[src/rtl/video_composite_timing_pkg.sv]
// rtl/video_composite_timing_pkg.sv - NTSC timing constants and half-line classes for video_composite_timing
package video_composite_timing_pkg;

    localparam logic [10:0] H_TOTAL        = 11'd1588;
    localparam logic [10:0] HALF           = 11'd794;
    localparam logic [10:0] HSYNC_W        = 11'd117;
    localparam logic [10:0] EQ_W           = 11'd58;
    localparam logic [10:0] BURST_START    = 11'd133;
    localparam logic [10:0] BURST_W        = 11'd63;
    localparam logic [10:0] ACTIVE_START   = 11'd272;
    localparam logic [10:0] ACTIVE_W       = 11'd1280;
    localparam logic [8:0]  V_ACTIVE_FIRST = 9'd21;
    localparam logic [8:0]  V_ACTIVE_LINES = 9'd240;

    localparam logic [10:0] FIELD_HALFLINES = 11'd525;
    localparam logic [8:0]  FIELD_LINES     = 9'd262;
    localparam logic [10:0] PROG_HL_LAST    = 11'd523;
    localparam logic [10:0] INTL_HL_LAST    = 11'd1049;

    typedef enum logic [1:0] {
        HL_EQ_PRE,
        HL_BROAD,
        HL_EQ_POST,
        HL_NORMAL
    } hl_class_e;

    function automatic hl_class_e classify_halfline(input logic [9:0] f);
        if (f < 10'd6)       return HL_EQ_PRE;
        else if (f < 10'd12) return HL_BROAD;
        else if (f < 10'd18) return HL_EQ_POST;
        else                 return HL_NORMAL;
    endfunction

endpackage

[src/rtl/video_composite_timing_halfline_counter.sv]
// rtl/video_composite_timing_halfline_counter.sv - clock and half-line counters; VIDEO_COMPOSITE_INTERLACE_EN adds the second field
module video_halfline_counter
    import video_composite_timing_pkg::*;
(
    input  logic        clk,
    input  logic        rst_n,
    input  logic        enable,
    output logic [10:0] h_o,
    output logic [10:0] hl_o,
    output logic        field_o,
    output logic [10:0] hh_o,
    output logic [9:0]  f_o,
    output logic [8:0]  fl_o
);

`ifdef VIDEO_COMPOSITE_INTERLACE_EN
    localparam logic [10:0] HL_LAST = INTL_HL_LAST;
`else
    localparam logic [10:0] HL_LAST = PROG_HL_LAST;
`endif

    logic [10:0] h_q, h_d;
    logic [10:0] hl_q, hl_d;

    always_comb begin
        h_d  = h_q;
        hl_d = hl_q;
        if (!enable) begin
            h_d  = 11'd0;
            hl_d = 11'd0;
        end else begin
            h_d = (h_q == H_TOTAL - 11'd1) ? 11'd0 : h_q + 11'd1;
            if (h_q == HALF - 11'd1 || h_q == H_TOTAL - 11'd1)
                hl_d = (hl_q == HL_LAST) ? 11'd0 : hl_q + 11'd1;
        end
    end

    always_ff @(posedge clk or negedge rst_n) begin
        if (!rst_n) begin
            h_q  <= 11'd0;
            hl_q <= 11'd0;
        end else begin
            h_q  <= h_d;
            hl_q <= hl_d;
        end
    end

`ifdef VIDEO_COMPOSITE_INTERLACE_EN
    assign field_o = (hl_q >= FIELD_HALFLINES);
`else
    assign field_o = 1'b0;
`endif

    // Field-relative values wrap modulo the output width, which is exact for the ranges reached.
    assign h_o  = h_q;
    assign hl_o = hl_q;
    assign hh_o = (h_q < HALF) ? h_q : h_q - HALF;
    assign f_o  = hl_q[9:0] - (field_o ? FIELD_HALFLINES[9:0] : 10'd0);
    assign fl_o = hl_q[9:1] - (field_o ? FIELD_LINES : 9'd0);

endmodule

[src/rtl/video_composite_timing.sv]
// rtl/video_composite_timing.sv - NTSC composite sync/burst/active generator; VIDEO_COMPOSITE_INTERLACE_EN selects 525-line interlace
module video_composite_timing
    import video_composite_timing_pkg::*;
(
    input  logic       clk,
    input  logic       rst_n,
    input  logic       enable,
    output logic       sync_n,
    output logic       color_burst,
    output logic       active,
    output logic [9:0] x_pos,
    output logic [8:0] y_pos,
    output logic       line_start,
    output logic       frame_start,
    output logic       field
);

    logic [10:0] h, hl, hh;
    logic [9:0]  f;
    logic [8:0]  fl;
    logic        cur_field;

    video_halfline_counter u_counter (
        .clk     (clk),
        .rst_n   (rst_n),
        .enable  (enable),
        .h_o     (h),
        .hl_o    (hl),
        .field_o (cur_field),
        .hh_o    (hh),
        .f_o     (f),
        .fl_o    (fl)
    );

    hl_class_e   hl_class;
    logic        sync_low, burst_d, act_d;
    logic [9:0]  x_d;
    logic [8:0]  y_rel, y_d;

    always_comb begin
        hl_class = classify_halfline(f);
        sync_low = 1'b0;
        unique case (hl_class)
            HL_EQ_PRE, HL_EQ_POST: sync_low = (hh < EQ_W);
            HL_BROAD:              sync_low = (hh < HALF - HSYNC_W);
            HL_NORMAL:             sync_low = (h < HSYNC_W);
            default:               sync_low = 1'b0;
        endcase
        burst_d = (hl_class == HL_NORMAL) && (h >= BURST_START) && (h < BURST_START + BURST_W);
        act_d   = (fl >= V_ACTIVE_FIRST) && (fl < V_ACTIVE_FIRST + V_ACTIVE_LINES)
               && (h >= ACTIVE_START) && (h < ACTIVE_START + ACTIVE_W);
        // ACTIVE_START is even, so halving before subtracting gives the same column.
        x_d   = act_d ? (h[10:1] - ACTIVE_START[10:1]) : 10'd0;
        y_rel = fl - V_ACTIVE_FIRST;
`ifdef VIDEO_COMPOSITE_INTERLACE_EN
        y_d = act_d ? ((y_rel << 1) | {8'd0, cur_field}) : 9'd0;
`else
        y_d = act_d ? y_rel : 9'd0;
`endif
    end

    logic       sync_n_q, burst_q, active_q, line_start_q, frame_start_q, field_q;
    logic [9:0] x_q;
    logic [8:0] y_q;

    always_ff @(posedge clk or negedge rst_n) begin
        if (!rst_n) begin
            sync_n_q      <= 1'b1;
            burst_q       <= 1'b0;
            active_q      <= 1'b0;
            line_start_q  <= 1'b0;
            frame_start_q <= 1'b0;
            field_q       <= 1'b0;
            x_q           <= 10'd0;
            y_q           <= 9'd0;
        end else if (!enable) begin
            sync_n_q      <= 1'b1;
            burst_q       <= 1'b0;
            active_q      <= 1'b0;
            line_start_q  <= 1'b0;
            frame_start_q <= 1'b0;
            field_q       <= 1'b0;
            x_q           <= 10'd0;
            y_q           <= 9'd0;
        end else begin
            sync_n_q      <= ~sync_low;
            burst_q       <= burst_d;
            active_q      <= act_d;
            line_start_q  <= (h == 11'd0);
            frame_start_q <= (h == 11'd0) && (hl == 11'd0);
            field_q       <= cur_field;
            x_q           <= x_d;
            y_q           <= y_d;
        end
    end

    assign sync_n      = sync_n_q;
    assign color_burst = burst_q;
    assign active      = active_q;
    assign line_start  = line_start_q;
    assign frame_start = frame_start_q;
    assign field       = field_q;
    assign x_pos       = x_q;
    assign y_pos       = y_q;

endmodule
[config.mk]
export PLATFORM = sky130hd
export DESIGN_NAME = video_composite_timing
export DESIGN_NICKNAME = d
export VERILOG_FILES = /design/src/rtl/video_composite_timing_pkg.sv /design/src/rtl/video_composite_timing_halfline_counter.sv /design/src/rtl/video_composite_timing.sv
export SDC_FILE = /design/constraint.sdc
export NUM_CORES = 1
export LEC_CHECK = 0
export CAP_MARGIN = 30
export CORE_AREA = 2 2 97 99
export DETAILED_ROUTE_END_ITERATION = 12
export DIE_AREA = 0 0 99 101
export DONT_BUFFER_PORTS = 1
export PLACE_DENSITY = 0.49
export SLEW_MARGIN = 0
export SYNTH_ARGS = -nofsm -noshare
export SYNTH_HDL_FRONTEND = slang
export SYNTH_SLANG_ARGS = --single-unit
[constraint.sdc]
create_clock -name clk -period 6.6 [get_ports clk]
set_input_delay 1.32 -clock clk [delete_from_list [all_inputs] [get_ports clk]]
set_output_delay 1.32 -clock clk [all_outputs]
set_load 0.005 [all_outputs]
==> results of run 1 <==
-- metrics by stage --
step | cells | instance area (um^2)
floorplan | 314 | 2774
global placement | 401 | 2816
detailed placement | 401 | 2816
CTS | 409 | 2897
global route | 409 | 2897
finish | 409 | 2897
-- registers in the layout (all words and copies together), names as in the netlist --
signal and flops:
u_counter.h_o 11, color_burst 1, frame_start 1, u_counter.hl_o 11, y_pos 9, x_pos 10
active 1, sync_n 1, line_start 1
-- cell usage in the layout, fill, tap and decap left out, types with 3 or more instances in the layout --
cell,count
a21oi_1,11
a31oi_1,4
and2_1,4
and3_1,7
and4_1,4
clkbuf_1,3
clkbuf_8,5
dfrtp_1,45
ha_1,15
inv_1,9
inv_2,3
mux2i_1,3
nand2_1,19
nand3_1,10
nand4_1,4
nor2_1,45
nor2b_1,5
nor3_1,8
nor4_1,6
nor4b_1,3
o21ai_1,21
o31ai_1,3
or2_1,3
or3_1,3
xnor2_1,15
xor2_1,3
-- layer usage --
layer	wire [um]	track usage, %
met1	3077	18.77
met2	2866	19.18
met3	202	2.566
met4	64	4.426
met5	0	0
-- where the power goes --
part           internal, W  switching [W]  leakage (nW)  total (W)
Sequential        0.000287      0.0000112         0.633   0.000298
Combinational    0.0000162      0.0000227         0.637  0.0000389
Clock            0.0000754      0.0000900        0.0395   0.000165
-- logic make-up (layout without fill, tap and decap cells) --
family                     Yosys count  in the layout  synth area share (%)
xor gates and xnor gates            18             18                 5.684
DFF                                 46             46                 41.54
and+or+nand+nor                    129            129                 23.95
muxes                                4              4                 1.489
other                                1              1                0.1352
AOI/OAI and AO/OA                   65             65                 15.11
adders and majority gates           15             15                 6.766
buffers and inverters               36             20                 5.322
-- worst max-delay path, stage by stage --
cell and delay (ps):
inv_1 40, a41o_1 330, a21oi_1 780, nor2_1 350
a22o_1 270
-- worst paths after layout --
check                      slack (ps)                             end
max in group asynchronous        5690                sync_n$_DFF_PN1_
hold / removal                    480  u_counter.hl_o[10]$_DFFE_PN0P_
min in group asynchronous         710   u_counter.hl_o[4]$_DFFE_PN0P_
setup / recovery                 3680   u_counter.hl_o[1]$_DFFE_PN0P_
setup reg to reg                 3740   u_counter.hl_o[1]$_DFFE_PN0P_
hold reg to reg                   480  u_counter.hl_o[10]$_DFFE_PN0P_
-- cell type report --
cell class | count | share of cell area [%]
Multi-Input combinational cell | 232 | 51.10
Sequential cell | 46 | 39.78
Tap cell | 111 | 4.795
Clock buffer | 8 | 2.765
Inverter | 12 | 1.555
==> flow_summary.json, run 1 <==
{
  "outcome": "finished, final reports clean",
  "die_area_mm2": 0.009999,
  "start_util_pct": 30.90,
  "wl_per_cell_um": 15.18,
  "ys_ff_latch": 46,
  "insertion_delay_ps": 290,
  "fin_worst_skew_ps": 10.40,
  "power_w": 0.0005026,
  "yosysTopAreaCell": "dfrtp_1",
  "numPortBuffers": 0,
  "overflow": 0,
  "power.leakage_nw": 1.310,
  "fmax_mhz": 342.5,
  "hold_path_class": "flop to flop",
  "seq_area_mm2": 0.001152,
  "cts_resized": 0,
  "grt_pass1_wl_mm": 10.41,
  "end_kind": "flop",
  "synth_commonest_cells": "dfrtp_1 (45), nor2_1 (45), o21ai_1 (21)",
  "grtUsageTotal_pct": 12.95,
  "antenna_left": 0,
  "dr.pass1.iters": 4,
  "max_slew_margin_pct": 36.59,
  "crit_arrival_ps": 3100,
  "critPathLaunchType": "input port",
  "finalWorstSetupSlack_ps": 3681,
  "rows": 35,
  "cts.sinks": 46,
  "hold_depth": 1,
  "reg2reg_depth": 6,
  "yosys_warnings": 0,
  "r2r_start": "u_counter.h_o[4]$_DFF_PN0_",
  "hold_viol_final": 0,
  "power.density_mw_per_mm2": 173.5,
  "maxSlewViolCount": 0,
  "die_w_um": 99,
  "vias": 2121,
  "cts-buffers-inserted": 5,
  "ys_types": 57,
  "vias_per_cell": 5.186,
  "cts_tree": "built",
  "whs_ps": 483.3,
  "grt_max_degree": 47,
  "ys_seq_area_share_pct": 41.54,
  "fillers": 907,
  "pin_count": 28,
  "fin_crit_sh_pct": 44.23,
  "antenna_found_initial": 0,
  "nets": 315,
  "tightest_slew_ps": 951.2,
  "synth-async-reset-ratio_pct": 100.0,
  "pre_cts_slack_ps": 3372,
  "synthDominantCellAreaShare_pct": 40.60,
  "layout-drive-gt1-share_pct": 4.698,
  "finalCriticalPeriod_ps": 2919,
  "route.detailed.drc": 0,
  "post-route-util_pct": 32.26,
  "synth_area_mm2": 0.002774,
  "cp_max_fo": 13,
  "cp-startpoint": "enable",
  "synth_cells": 314,
  "cts_root_buf": "clkbuf_8",
  "syn_area_per_cell_um2": 8.834,
  "coreArea_mm2": 0.008977,
  "clockBufferDepth": 2,
  "tns_ps": 0,
  "area_delta_synth_final_pct": 4.420,
  "multiInputGateArea_mm2": 0.001480,
  "hold_start": "u_counter.hl_o[10]$_DFFE_PN0P_",
  "drt_iter0_markers": 196,
  "synth_flop_cell": "dfrtp_1",
  "rsz0062_at_grt": "false",
  "first_global_vias": 1973,
  "setup_viol": 0,
  "vdd_drop_max_uv": 67.81,
  "clkTransAtPathRegs_ps": 90,
  "routed_wirelength_mm": 6.210,
  "dieHeight_um": 101,
  "ctsHoldBuffers": 0,
  "dp_hpwl_mm": 4.413,
  "drv_cap": 0,
  "n_antenna_cell": 0,
  "synth-edff-count": 0,
  "cts_setup_buffers": 0,
  "synth_nets": 332,
  "yosys-top-cells-area": "dfrtp_1 (41%), ha_1 (6.8%), nor2_1 (6.1%)",
  "place_congestion": 0.8144,
  "cp.required_ps": 6780,
  "criticalPathCategory": "input port to flop",
  "htree_num_levels": 2
}
Power figures use the tool's default switching activity.
==> run 2: changes to the inputs <==
clock period = 2.8 ns   (was 6.6 ns; I/O delays follow)
==> run 2 against run 1 <==
Compared with the run above:
- first-iteration DRC count is 7.1% higher
- global-route usage grew 1.3 points
- cell count is 4.9% higher
- register-to-register slack got worse by 3500 ps
- clock skew shrank 3.4 ps
- clock power grew to 3.1 times the previous value
- sequential power is 130% higher
- critical endpoint is now sync_n$_DFF_PN1_
- largest cell class unchanged
==> flow_summary.json, run 2 (synthesis results as in run 1) <==
{
  "vias": 2269,
  "criticalPathCategory": "flop to flop",
  "dieHeight_um": 101,
  "final_cell_mix": "nor2_1 (45), dfrtp_1 (45), o21ai_1 (21)",
  "cts_tree": "built",
  "regToRegSetupSlack_ps": 240,
  "r2r_end": "sync_n$_DFF_PN1_",
  "r2r_start": "u_counter.h_o[5]$_DFF_PN0_",
  "tns_ps": 0,
  "nets": 335,
  "fmax_mhz": 390.4,
  "outcome": "finished, final reports clean",
  "wl_per_cell_um": 15.77,
  "antenna_left": 0,
  "numPortBuffers": 0,
  "grt_use_met3_pct": 3.190,
  "reg2reg_depth": 6,
  "clockBufferDepth": 2,
  "die_w_um": 99,
  "drt_iter0_markers": 210,
  "maxSlewViolCount": 0,
  "instances_no_fill": 429,
  "cts_root_buf": "clkbuf_8",
  "cts.sinks": 46,
  "vdd_drop_max_uv": 184.3,
  "end_kind": "flop",
  "grtUsageTotal_pct": 14.21,
  "cp-startpoint": "u_counter.h_o[5]$_DFF_PN0_",
  "pre_cts_slack_ps": 330.0,
  "cts_resized": 0,
  "worstPathCellList": "nor4_1 -> a21oi_1 -> o32a_1 -> and4_1 -> nor4_2 -> o221ai_1",
  "htree_num_levels": 2,
  "busiest_layer": "met1",
  "setup_viol": 0,
  "vias_per_cell": 5.289,
  "coreArea_mm2": 0.008977,
  "cp_slowest_cell": "nor4_1",
  "grt_pass1_wl_mm": 11.41,
  "hold_path_class": "input port to asynchronous set/reset pin",
  "met1_usage_pct": 20.89,
  "placed_cell_area_mm2": 0.002959,
  "crit_arrival_ps": 2770,
  "power.density_mw_per_mm2": 430.9,
  "cp.required_ps": 3010,
  "overflow": 0,
  "route.detailed.drc": 0,
  "power.leakage_nw": 1.431,
  "rsz0062_at_grt": "false",
  "insertion_delay_ps": 310,
  "dp.cells": 420,
  "hold_viol_final": 0,
  "cts-buffers-inserted": 5,
  "cp_max_fo": 8,
  "layout-drive-gt1-share_pct": 11.32,
  "multiInputGateArea_mm2": 0.001480,
  "power_w": 0.001334,
  "max_stage_delay_ps": 760,
  "fillers": 899,
  "critPathLaunchType": "flop",
  "grtUsageMet2_pct": 20.11,
  "dp_hpwl_mm": 4.819,
  "tightest_slew_ps": 825.1,
  "routed_wirelength_mm": 6.766,
  "die_area_mm2": 0.009999,
  "area_delta_synth_final_pct": 11.64,
  "fin_worst_skew_ps": 6.965,
  "max_slew_margin_pct": 44.49,
  "dr.pass1.iters": 4,
  "finalWorstSetupSlack_ps": 238.7,
  "rows": 35,
  "first_global_vias": 2203,
  "place_congestion": 0.8691,
  "seq_area_mm2": 0.001152,
  "clkTransAtPathRegs_ps": 90,
  "start_util_pct": 30.90,
  "fin_crit_sh_pct": 91.47,
  "fin_area_mm2": 0.003097,
  "finalCriticalPeriod_ps": 2561,
  "n_antenna_cell": 0,
  "pin_count": 28,
  "antenna_found_initial": 0,
  "drv_cap": 0,
  "grt_max_degree": 46
}
run 2: changes by cell type in the layout (fill, tap and decap cells not counted):
cell / change
bufinv_16: +1
clkbuf_1: -2
buf_16: +1
buf_4: +19
clkinvlp_4: +1
run 2: metal layers:
| layer | up-vias | share of wire, % | routed length, um |
|---|---|---|---|
| met2 | 81 | 45 | 3014 |
| met1 | 1064 | 48 | 3221 |
| li1 | 1113 | - | - |
| met5 | - | 0 | 0 |
| met4 | 0 | 2.2 | 149 |
| met3 | 11 | 5.6 | 381 |
run 2: power breakdown:
part | switching [W] | internal, W | total [W]
registers | 0.0000153 | 0.000677 | 0.000692
clock network | 0.000240 | 0.000267 | 0.000507
logic | 0.0000825 | 0.0000529 | 0.000135
run 2: per-stage QoR:
stage | hold slack (ps) | utilization, %
2_1_floorplan | 264.4 | -
3_3_place_gp | 267.8 | 32.96
3_5_place_dp | 268.0 | 32.96
4_1_cts | 81.92 | 34.49
5_1_grt | 74.83 | 34.49
6_report | 87.67 | 34.49
run 2: how the worst max path moves through the flow:
stage / end / slack (ps) / cells after the start
floorplan: sync_n$_DFF_PN1_ / 230 / 9
global placement: sync_n$_DFF_PN1_ / 370 / 6
detailed placement: sync_n$_DFF_PN1_ / 330 / 6
CTS: sync_n$_DFF_PN1_ / 320 / 6
global route: sync_n$_DFF_PN1_ / 100 / 6
finish: sync_n$_DFF_PN1_ / 240 / 6
run 2: worst max-delay path: cells and delay by family (launching register included):
kind,cells,cell delay (ps)
DFF,1,480
and+or+nand+nor,3,1230
AOI/OAI and AO/OA,3,770
run 2: timing repair:
action                                 in CTS  in global routing
endpoints found under the hold margin      45                  0
setup buffers                               0                  0
hold buffers                                1                  0
run 2: cell type report:
cell class / count / area share (%)
tap: 111 / 4.485
inverter: 12 / 1.455
clock buffer: 6 / 2.343
multi-input combinational: 232 / 47.80
clock inverter: 2 / 1.212
timing repair buffer: 20 / 5.495
sequential: 46 / 37.21
